## src/rtl/datapath_stim_gen.sv

```systemverilog
// Flow-controlled stimulus source: per-transfer control word and K constant from
// a seeded LFSR bank or an incrementing counter, with sticky DUT status capture.
module datapath_stim_gen #(
  parameter int unsigned CW_WIDTH    = 23,
  parameter int unsigned K_WIDTH     = 64,
  parameter int unsigned COUNT_WIDTH = 16,
  parameter logic [31:0] SEED        = 32'hACE1_2025
) (
  input  logic                   i_clk,
  input  logic                   i_rst_n,
  input  logic                   i_start,
  input  logic [1:0]             i_mode,
  input  logic [COUNT_WIDTH-1:0] i_burst_len,
  input  logic                   i_stop,
  input  logic                   i_ready,
  input  logic [3:0]             i_status,
  output logic [CW_WIDTH-1:0]    o_control_word,
  output logic [K_WIDTH-1:0]     o_k,
  output logic                   o_valid,
  output logic                   o_busy,
  output logic                   o_done,
  output logic [COUNT_WIDTH-1:0] o_xfer_count,
  output logic [3:0]             o_status_sticky
);

  localparam int unsigned W_WIDTH = CW_WIDTH + K_WIDTH;
  localparam int unsigned N_LFSR  = (W_WIDTH + 31) / 32;
  localparam int unsigned R_WIDTH = N_LFSR * 32;
  localparam logic [31:0] POLY    = 32'h8020_0003;

  typedef enum logic [1:0] {S_IDLE, S_RUN, S_DONE} state_t;

  function automatic logic [31:0] f_seed(input int unsigned idx);
    logic [31:0] s;
    s = SEED ^ (32'(idx) * 32'h9E37_79B9);
    if (s == 32'h0) s = 32'h1;
    return s;
  endfunction

  function automatic logic [31:0] f_step(input logic [31:0] s);
    return s[0] ? ((s >> 1) ^ POLY) : (s >> 1);
  endfunction

  state_t                 r_state;
  logic [31:0]            r_lfsr [N_LFSR];
  logic [W_WIDTH-1:0]     r_inc;
  logic [1:0]             r_mode;
  logic [COUNT_WIDTH-1:0] r_burst_len;
  logic [COUNT_WIDTH-1:0] r_xfer_count;
  logic [3:0]             r_sticky;
  logic                   r_valid;
  logic                   r_busy;
  logic                   r_done;
  logic [CW_WIDTH-1:0]    r_cw;
  logic [K_WIDTH-1:0]     r_k;

  logic [R_WIDTH-1:0]     w_r_nxt;
  logic [R_WIDTH-1:0]     w_r_seed;
  logic [W_WIDTH-1:0]     w_inc_nxt;
  logic [W_WIDTH-1:0]     w_word_seed;
  logic [W_WIDTH-1:0]     w_word_nxt;
  logic [COUNT_WIDTH-1:0] w_cnt_nxt;
  logic                   w_xfer;
  logic                   w_burst_end;
  logic                   w_unused_pad;

  // Concatenated bank views: next-step values and freshly seeded values
  always_comb begin
    w_r_nxt  = '0;
    w_r_seed = '0;
    for (int unsigned i = 0; i < N_LFSR; i++) begin
      w_r_nxt[i*32 +: 32]  = f_step(r_lfsr[i]);
      w_r_seed[i*32 +: 32] = f_seed(i);
    end
  end

  assign w_unused_pad = ^{w_r_nxt, w_r_seed};
  assign w_inc_nxt    = r_inc + W_WIDTH'(1);
  assign w_word_seed  = i_mode[1] ? '0 : w_r_seed[W_WIDTH-1:0];
  assign w_word_nxt   = r_mode[1] ? w_inc_nxt : w_r_nxt[W_WIDTH-1:0];
  assign w_xfer       = r_valid & i_ready;
  assign w_cnt_nxt    = (r_xfer_count == '1) ? r_xfer_count
                                             : r_xfer_count + COUNT_WIDTH'(1);
  assign w_burst_end  = r_mode[0] && (w_cnt_nxt == r_burst_len);

  always_ff @(posedge i_clk or negedge i_rst_n) begin
    if (!i_rst_n) begin
      r_state      <= S_IDLE;
      for (int unsigned i = 0; i < N_LFSR; i++) r_lfsr[i] <= f_seed(i);
      r_inc        <= '0;
      r_mode       <= '0;
      r_burst_len  <= '0;
      r_xfer_count <= '0;
      r_sticky     <= '0;
      r_valid      <= 1'b0;
      r_busy       <= 1'b0;
      r_done       <= 1'b0;
      r_cw         <= '0;
      r_k          <= '0;
    end else begin
      case (r_state)
        S_IDLE: begin
          if (i_start && !i_stop) begin
            r_state      <= S_RUN;
            r_busy       <= 1'b1;
            for (int unsigned i = 0; i < N_LFSR; i++) r_lfsr[i] <= f_seed(i);
            r_inc        <= '0;
            r_xfer_count <= '0;
            r_sticky     <= '0;
            r_mode       <= i_mode;
            r_burst_len  <= i_burst_len;
            // A zero-length burst presents nothing, so the outputs keep their old word
            if (i_mode[0] && (i_burst_len == '0)) begin
              r_valid <= 1'b0;
            end else begin
              r_valid     <= 1'b1;
              {r_cw, r_k} <= w_word_seed;
            end
          end
        end
        S_RUN: begin
          r_sticky <= r_sticky | i_status;
          if (!r_valid) begin
            r_state <= S_DONE;
            r_done  <= 1'b1;
          end else begin
            if (w_xfer) begin
              for (int unsigned i = 0; i < N_LFSR; i++) r_lfsr[i] <= f_step(r_lfsr[i]);
              r_inc        <= w_inc_nxt;
              r_xfer_count <= w_cnt_nxt;
            end
            if (i_stop || (w_xfer && w_burst_end)) begin
              r_state <= S_DONE;
              r_valid <= 1'b0;
              r_done  <= 1'b1;
            end else if (w_xfer) begin
              {r_cw, r_k} <= w_word_nxt;
            end
          end
        end
        S_DONE: begin
          r_state <= S_IDLE;
          r_done  <= 1'b0;
          r_busy  <= 1'b0;
        end
        default: begin
          r_state <= S_IDLE;
          r_valid <= 1'b0;
          r_done  <= 1'b0;
          r_busy  <= 1'b0;
        end
      endcase
    end
  end

  assign o_control_word  = r_cw;
  assign o_k             = r_k;
  assign o_valid         = r_valid;
  assign o_busy          = r_busy;
  assign o_done          = r_done;
  assign o_xfer_count    = r_xfer_count;
  assign o_status_sticky = r_sticky;

endmodule

```

## config.mk

```make
export PLATFORM = sky130hd
export DESIGN_NAME = datapath_stim_gen
export DESIGN_NICKNAME = d
export VERILOG_FILES = /design/src/rtl/datapath_stim_gen.sv
export SDC_FILE = /design/constraint.sdc
export NUM_CORES = 1
export LEC_CHECK = 0
export ABC_AREA = 1
export BUFFER_PORTS_ARGS = -buffer_cell sky130_fd_sc_hd__buf_2
export CAP_MARGIN = 20
export CORE_ASPECT_RATIO = 0.5
export CORE_MARGIN = 1
export CORE_UTILIZATION = 35
export DETAILED_ROUTE_END_ITERATION = 12
export GPL_ROUTABILITY_DRIVEN = 0
export SYNTH_ARGS = -nofsm -noshare
export SYNTH_HDL_FRONTEND = slang
export SYNTH_SLANG_ARGS = --single-unit
```

## constraint.sdc

```tcl
create_clock -name i_clk -period 6.5 [get_ports i_clk]
set_input_delay 1.95 -clock i_clk [delete_from_list [all_inputs] [get_ports i_clk]]
set_output_delay 1.95 -clock i_clk [all_outputs]
set_load 0.005 [all_outputs]
```

==> flow_metrics.tcl, run 1 <==
set metrics [dict create \
    drv_slew 0 \
    htree_levels 1 \
    power_mw 6.340 \
    grt_usage_pct 21.76 \
    fin_crit_ps 3557 \
    drt-pass1-iter-count 5 \
    nets 2263 \
    required_ps 6980 \
    start_util_pct 36.04 \
    fin_crit_sh_pct 54.73 \
    synth_nets 2188 \
    pwr-share-clk_pct 29.5 \
    synth_warnings 0 \
    diodes 0 \
    syn_area_per_cell_um2 7.663 \
    drc 0 \
    tightest_slew_ps 982.9 \
    maxSlewHeadroom_pct 34.47 \
    die_y_um 155.7 \
    hold_buffers 0 \
    hold_depth 2 \
    die_area_mm2 0.04820 \
    synthTopCellsByArea "dfrtp_1 41%, nand2_1 14%, dfstp_2 7.1%" \
    clkTransAtPathRegs_ps 60 \
    cts_root_buf "clkbuf_16" \
    final-setup-viol-count 0 \
    path_cells "ha_1, nand2_1, nor2_1, inv_1, nor2_1, nand2_1, nor2_1, xor2_1, nand2_1, nand3_1, nand2_1, nand3_1, nand2_1" \
    antenna_left 0 \
    num_vias 14984 \
    worst_setup_path_end_kind "register" \
    layout_common_cells "606 x nand2_1, 267 x dfrtp_1, 240 x inv_1, 159 x nor2_1, 147 x nand3_1" \
    io_buffer_count 136 \
    yosysTopAreaCell "dfrtp_1" \
    synth_top_area_share_pct 40.54 \
    fin_tns_setup_ps 0 \
    cts_resized 0 \
    cts_sinks 313 \
    fillers 4810 \
    switching_power_mw 2.203 \
    grt_max_degree 110 \
    drt_wl_total_mm 51.87 \
    synth_top_flop_cell "dfrtp_1" \
    grt_overflow_total 0 \
    hold_viol 0 \
    clockBufferDepth 3 \
    max_cap_viol_count 0 \
    fin_skew_ps 33.63 \
    synth_cell_types 40 \
    dp_hpwl_mm 35.81 \
    cts_made_buffers 31 \
    crit_arrival_ps 4040 \
    cp_common_cell "nand2_1" \
    timing.fmax_ghz 0.2811 \
    cts_tree "done" \
    antenna_found_initial 0 \
    grt_pass1_vias 14858 \
    syn_inst 2159 \
    power-per-cell-area_mw_per_mm2 337.9 \
    via_per_inst 5.192 \
    final_common_cell "nand2_1" \
    outcome "finished clean" \
    areaGrowthSynthToFinish_pct 13.40 \
    io_pins 137 \
    seqPwrFrac_pct 44.1 \
    ys_seq_elements 313 \
    vdd_drop_max_v 0.0001823 \
    wire_per_inst_um 17.97 \
    slowest_stage "nor2_1" \
    grt_first_pass_wirelength_mm 82.76 \
    switching_share_pct 34.75 \
    cts_setup_buffers 0 \
    hp-class "register to register" \
    leakagePower_nw 8.700 \
    postSynth.asyncResetShare_pct 100.0 \
    syn_area_mm2 0.01654 \
    regArea_mm2 0.007893 \
    p_int_mw 4.137 \
    power_frac_comb_pct 26.4 \
    die_w_um 309.5 \
    rows 55 \
    drt_iter0_drc 1360 \
    clk_latency_ps 600 \
    yosysSeqAreaShare_pct 47.68 \
    critPathMaxStageDelay_ps 540 \
    drive_gt1_share_pct 12.13 \
    r2r_cells 13 \
    multi_input_area_mm2 0.007283 \
    rsz0062_at_grt "no" \
    core_region_area_mm2 0.04590 \
    path_class "register to register" \
    cp-start-kind "register" \
    crit_fanout 8 \
    synth_edf_count 0 \
]
-- final timing paths --
path | from | end | slack (ps)
setup / recovery | r_inc[0] | o_control_word[0] | 2940
hold / removal | o_k[55] | o_k[55] | 460
setup reg to reg | r_inc[0] | o_control_word[0] | 2940
hold reg to reg | o_k[55] | o_k[55] | 460
max in group asynchronous | i_rst_n | o_k[57] | 3930
min in group asynchronous | i_rst_n | o_xfer_count[3] | 1440
-- synthesized netlist by cell type, types with 11 or more instances --
master,instances
clkbuf_1,84
dfstp_2,45
xor2_1,80
o22ai_1,107
o21ai_0,124
inv_1,242
xnor2_1,11
nand3_1,147
nor2_1,161
a21oi_1,84
nand2_1,606
nand4_1,34
dfrtp_1,268
a22oi_1,38
nor3_1,44
-- routing by layer --
metal  global-route usage [%]  vias up  routed length, µm
li1                         -     7191                  -
met1                    31.43     7261              24620
met2                    33.29      463              22340
met3                    4.564       67               3816
met4                    4.668        2               1029
met5                    1.011        -                 65
-- per-stage QoR --
step	instances	area, µm²	util [%]	hold slack (ps)	setup slack (ps)
floorplan	2159	16540	-	455.1	2830
global route	2886	18760	40.88	478.7	2760
CTS	2886	18760	40.88	470.6	3040
detailed placement	2828	17720	38.62	453.8	2437
finish	2886	18760	40.88	463.6	2943
global placement	2828	17720	38.62	451.4	2359
-- state kept, by name, indices dropped and copies added, names as in the netlist --
signal / cells
o_status_sticky: 4
o_xfer_count: 16
o_k: 64
r_inc: 87
o_busy: 1
o_control_word: 23
r_lfsr: 96
o_done: 1
r_mode: 2
o_valid: 1
r_burst_len: 16
r_state: 2
-- power by group through the flow --
stage	Sequential, mW	Clock [mW]	Combinational, mW
global placement	2.82	0	1.66
detailed placement	2.83	0	1.69
global route	2.87	1.99	1.92
finish	2.80	1.87	1.67
CTS	2.80	1.91	1.69
floorplan	2.76	0	1.07
-- layout make-up --
| cell class | instances | area share [%] |
|---|---|---|
| multi-input cells | 1492 | 38.82 |
| inverters | 246 | 4.962 |
| clock buffers | 46 | 4.862 |
| repair buffers | 150 | 4.441 |
| clock inverters | 12 | 0.6669 |
| well taps | 627 | 4.181 |
| flip-flops and latches | 313 | 42.07 |
-- kinds of logic after synthesis --
logic type,synth area share (%)
AND/OR/NAND/NOR,26.08
AO/OA/AOI/OAI,12.83
buffers and inverters,8.447
flip-flops,47.68
XOR/XNOR,4.817
adder cells (fa/ha/maj),0.1512
-- worst max-delay path: cells and delay by family, from the launching register on --
kind	cells	cell delay, ps
xor+xnor	1	220
fa+ha+maj	1	450
buf+inv	1	190
flops	1	530
simple gates	10	2080
Power figures use the tool's default switching activity.
==> run 2, diff against run 1 <==
--- a/config.mk
+++ b/config.mk
@@ -5,7 +5,7 @@
 export SDC_FILE = /design/constraint.sdc
 export NUM_CORES = 1
 export LEC_CHECK = 0
-export ABC_AREA = 1
+export ABC_AREA = 0
 export BUFFER_PORTS_ARGS = -buffer_cell sky130_fd_sc_hd__buf_2
 export CAP_MARGIN = 20
 export CORE_ASPECT_RATIO = 0.5
==> constraint.sdc (replaced) <==
create_clock -name i_clk -period 3.54 [get_ports i_clk]
set_input_delay 1.062 -clock i_clk [delete_from_list [all_inputs] [get_ports i_clk]]
set_output_delay 1.062 -clock i_clk [all_outputs]
set_load 0.005 [all_outputs]
==> run 2 against run 1 <==
Against the previous run: the flow now finishes with violations (design-rule violations); critical path depth decreased by 4; global-route usage decreased by 0.42 points; sequential cell count unchanged; worst hold slack got worse by 4.7 ps; critical path type unchanged; critical endpoint is now o_k[31].
==> flow_metrics.tcl, run 2 <==
set metrics [dict create \
    outcome "finished, violations left" \
    violations "design-rule violations" \
    die_y_um 158.7 \
    clk_latency_ps 540 \
    vdd_drop_max_v 0.0003465 \
    hold_viol 0 \
    path_cells "nand2_2, or4_4, and4_1, or4_1, a211oi_2, and4b_1, o21ai_4, buf_12, mux2_4" \
    design_area_mm2 0.02004 \
    crit_fanout 22 \
    drv_slew 0 \
    fin_crit_ps 3358 \
    fin_crit_sh_pct 94.86 \
    yosysMostFrequentCell "nand2_1" \
    drive_gt1_share_pct 17.81 \
    grt_usage_pct 21.35 \
    slowest_stage "or4_4" \
    die_w_um 315.5 \
    grt_overflow_total 0 \
    leakagePower_nw 8.756 \
    clockBufferDepth 3 \
    cp-start-kind "register" \
    whs_endpoint "r_lfsr[15]" \
    hold_buffers 0 \
    wire_per_inst_um 19.18 \
    timing.fmax_ghz 0.2978 \
    synth_cell_types 71 \
    fin_util_pct 42.06 \
    timing.rr.start "o_xfer_count[12]" \
    synth_nets 2044 \
    yosysTopAreaCell "dfrtp_1" \
    crit_arrival_ps 3760 \
    maxSlewHeadroom_pct 31.35 \
    dr_wl_met2_mm 23.51 \
    yosys-top-cells-count "392 x nand2_1, 268 x dfrtp_1, 244 x o21ai_0, 166 x nor2_1, 120 x clkbuf_1" \
    r2r_cells 9 \
    drc 4 \
    final-setup-viol-count 0 \
    areaGrowthSynthToFinish_pct 16.55 \
    wl_met3_mm 3.475 \
    grt_pass1_vias 14491 \
    drt-pass1-iter-count 9 \
    synth_top_flop_cell "dfrtp_1" \
    synth_warnings 0 \
    rsz0062_at_grt "no" \
    postPlaceCellArea_mm2 0.01889 \
    grt_max_degree 125 \
    syn_inst 2015 \
    io_buffer_count 136 \
    layout_common_cells "391 x nand2_1, 267 x dfrtp_1, 244 x o21ai_0, 163 x nor2_1, 135 x buf_2" \
    antenna_found_initial 0 \
    syn_area_per_cell_um2 8.534 \
    top_register "r_lfsr" \
    hp-class "register to register" \
    r2r_end "o_k[31]" \
    path_class "register to register" \
    via_per_inst 5.487 \
    ys_seq_elements 313 \
    fin_hold_ws_ps 458.9 \
    power-per-cell-area_mw_per_mm2 606.5 \
    worst_setup_path_end_kind "register" \
    yosysSeqAreaShare_pct 45.87 \
    grt_first_pass_wirelength_mm 85.22 \
    hold_depth 2 \
    syn_area_mm2 0.01720 \
    synthTopCellsByArea "dfrtp_1 39%, nand2_1 8.6%, o21ai_0 7.1%" \
    largest_reg_flops 96 \
    cts_sinks 313 \
    critPathMaxStageDelay_ps 570 \
    cts_made_buffers 34 \
    fillers 4785 \
    cts_root_buf "clkbuf_16" \
    fin_skew_ps 26.26 \
    max_cap_viol_count 0 \
    io_pins 137 \
    synth_top_area_share_pct 39.00 \
    worst_slack_ps 182.0 \
    tightest_slew_ps 1030 \
    core_region_area_mm2 0.04765 \
    fin_tns_setup_ps 0 \
    cp.buffers_inverters 1 \
    drt_iter0_drc 1657 \
    postSynth.asyncResetShare_pct 100.0 \
    start_util_pct 36.09 \
    topRoutingLayerUsed "met4" \
    drt_wl_total_mm 53.27 \
    cts_tree "done" \
    final_common_cell "nand2_1" \
    rows 56 \
    cp_top_family "simple AND/OR/NAND/NOR gates" \
    antenna_left 0 \
    nets 2142 \
    synth_edf_count 0 \
    met1Wirelength_mm 25.21 \
    required_ps 3950 \
    die_area_mm2 0.05008 \
    num_vias 15244 \
    htree_levels 2 \
    dp_hpwl_mm 36.14 \
    clkTransAtPathRegs_ps 70 \
    dp_slack_ps 200.1 \
    hp-start "r_lfsr[16]" \
    rrSetupSlack_ps 180 \
]
## run 2: cell type report
class                      instances  area, µm²  share of cell area (%)
clock buffer                      52       1018                   5.082
sequential                       313       7893                   39.38
multi-input combinational       1529       8647                   43.15
timing repair buffer             221       1504                   7.504
clock inverter                    10      126.4                  0.6305
inverter                          14      52.55                  0.2622
antenna                            1      2.502                 0.01249
tap                              638      798.3                   3.983
## run 2: worst reg2reg max path, stage by stage (launching register included)
cell and delay, ps:
dfrtp_1 500, nand2_2 160, or4_4 570, and4_1 210, or4_1 550, a211oi_2 250, and4b_1 330, o21ai_4 150
buf_12 210, mux2_4 320
## run 2: cell families (layout without fill, tap and decap cells)
kind of cell / after synthesis / count (layout) / share of synthesized area, %
flops: 313 / 313 / 45.87
mux: 70 / 70 / 4.838
buf+inv: 173 / 297 / 4.191
simple gates: 874 / 874 / 23.33
fa+ha+maj: 2 / 2 / 0.1455
other cells: 0 / 1 / 0
compound gates: 484 / 484 / 16.58
xor+xnor: 99 / 99 / 5.042
## run 2: repair_timing
action | in CTS | in global routing
buffers inserted | 0 | 0
gates resized for setup | 0 | 2
setup endpoints to repair | 0 | 17
## run 2: worst max-delay path by stage
stage / from / end / slack (ps) / depth (start not counted)
after floorplan: o_xfer_count[0] / o_control_word[6] / 370 / 12
after global placement: i_ready / o_k[41] / 190 / 9
after detailed placement: i_ready / o_k[46] / 200 / 10
after CTS: o_xfer_count[12] / o_k[31] / 190 / 9
after global routing: o_xfer_count[12] / o_k[39] / 30 / 10
final: o_xfer_count[12] / o_k[31] / 180 / 9
## run 2: report_power, final
part           leakage, nW  internal [mW]  switching (mW)
Sequential            4.04           4.61           0.799
Combinational         4.15           1.30            1.73
Clock                0.565           2.15            1.56
## run 2: metal layers
layer  up-vias  GRT usage [%]
li1       7292              -
met1      7437          31.67
met2       446          31.93
met3        69          4.049
met4         0          4.655
met5         -              0
## run 2: stage by stage
| stage | cells | total power [mW] |
|---|---|---|
| 2_1_floorplan | 2015 | 7.084 |
| 3_3_place_gp | 2715 | 8.451 |
| 3_5_place_dp | 2715 | 8.499 |
| 4_1_cts | 2777 | 12.25 |
| 5_1_grt | 2777 | 12.89 |
| 6_report | 2778 | 12.15 |
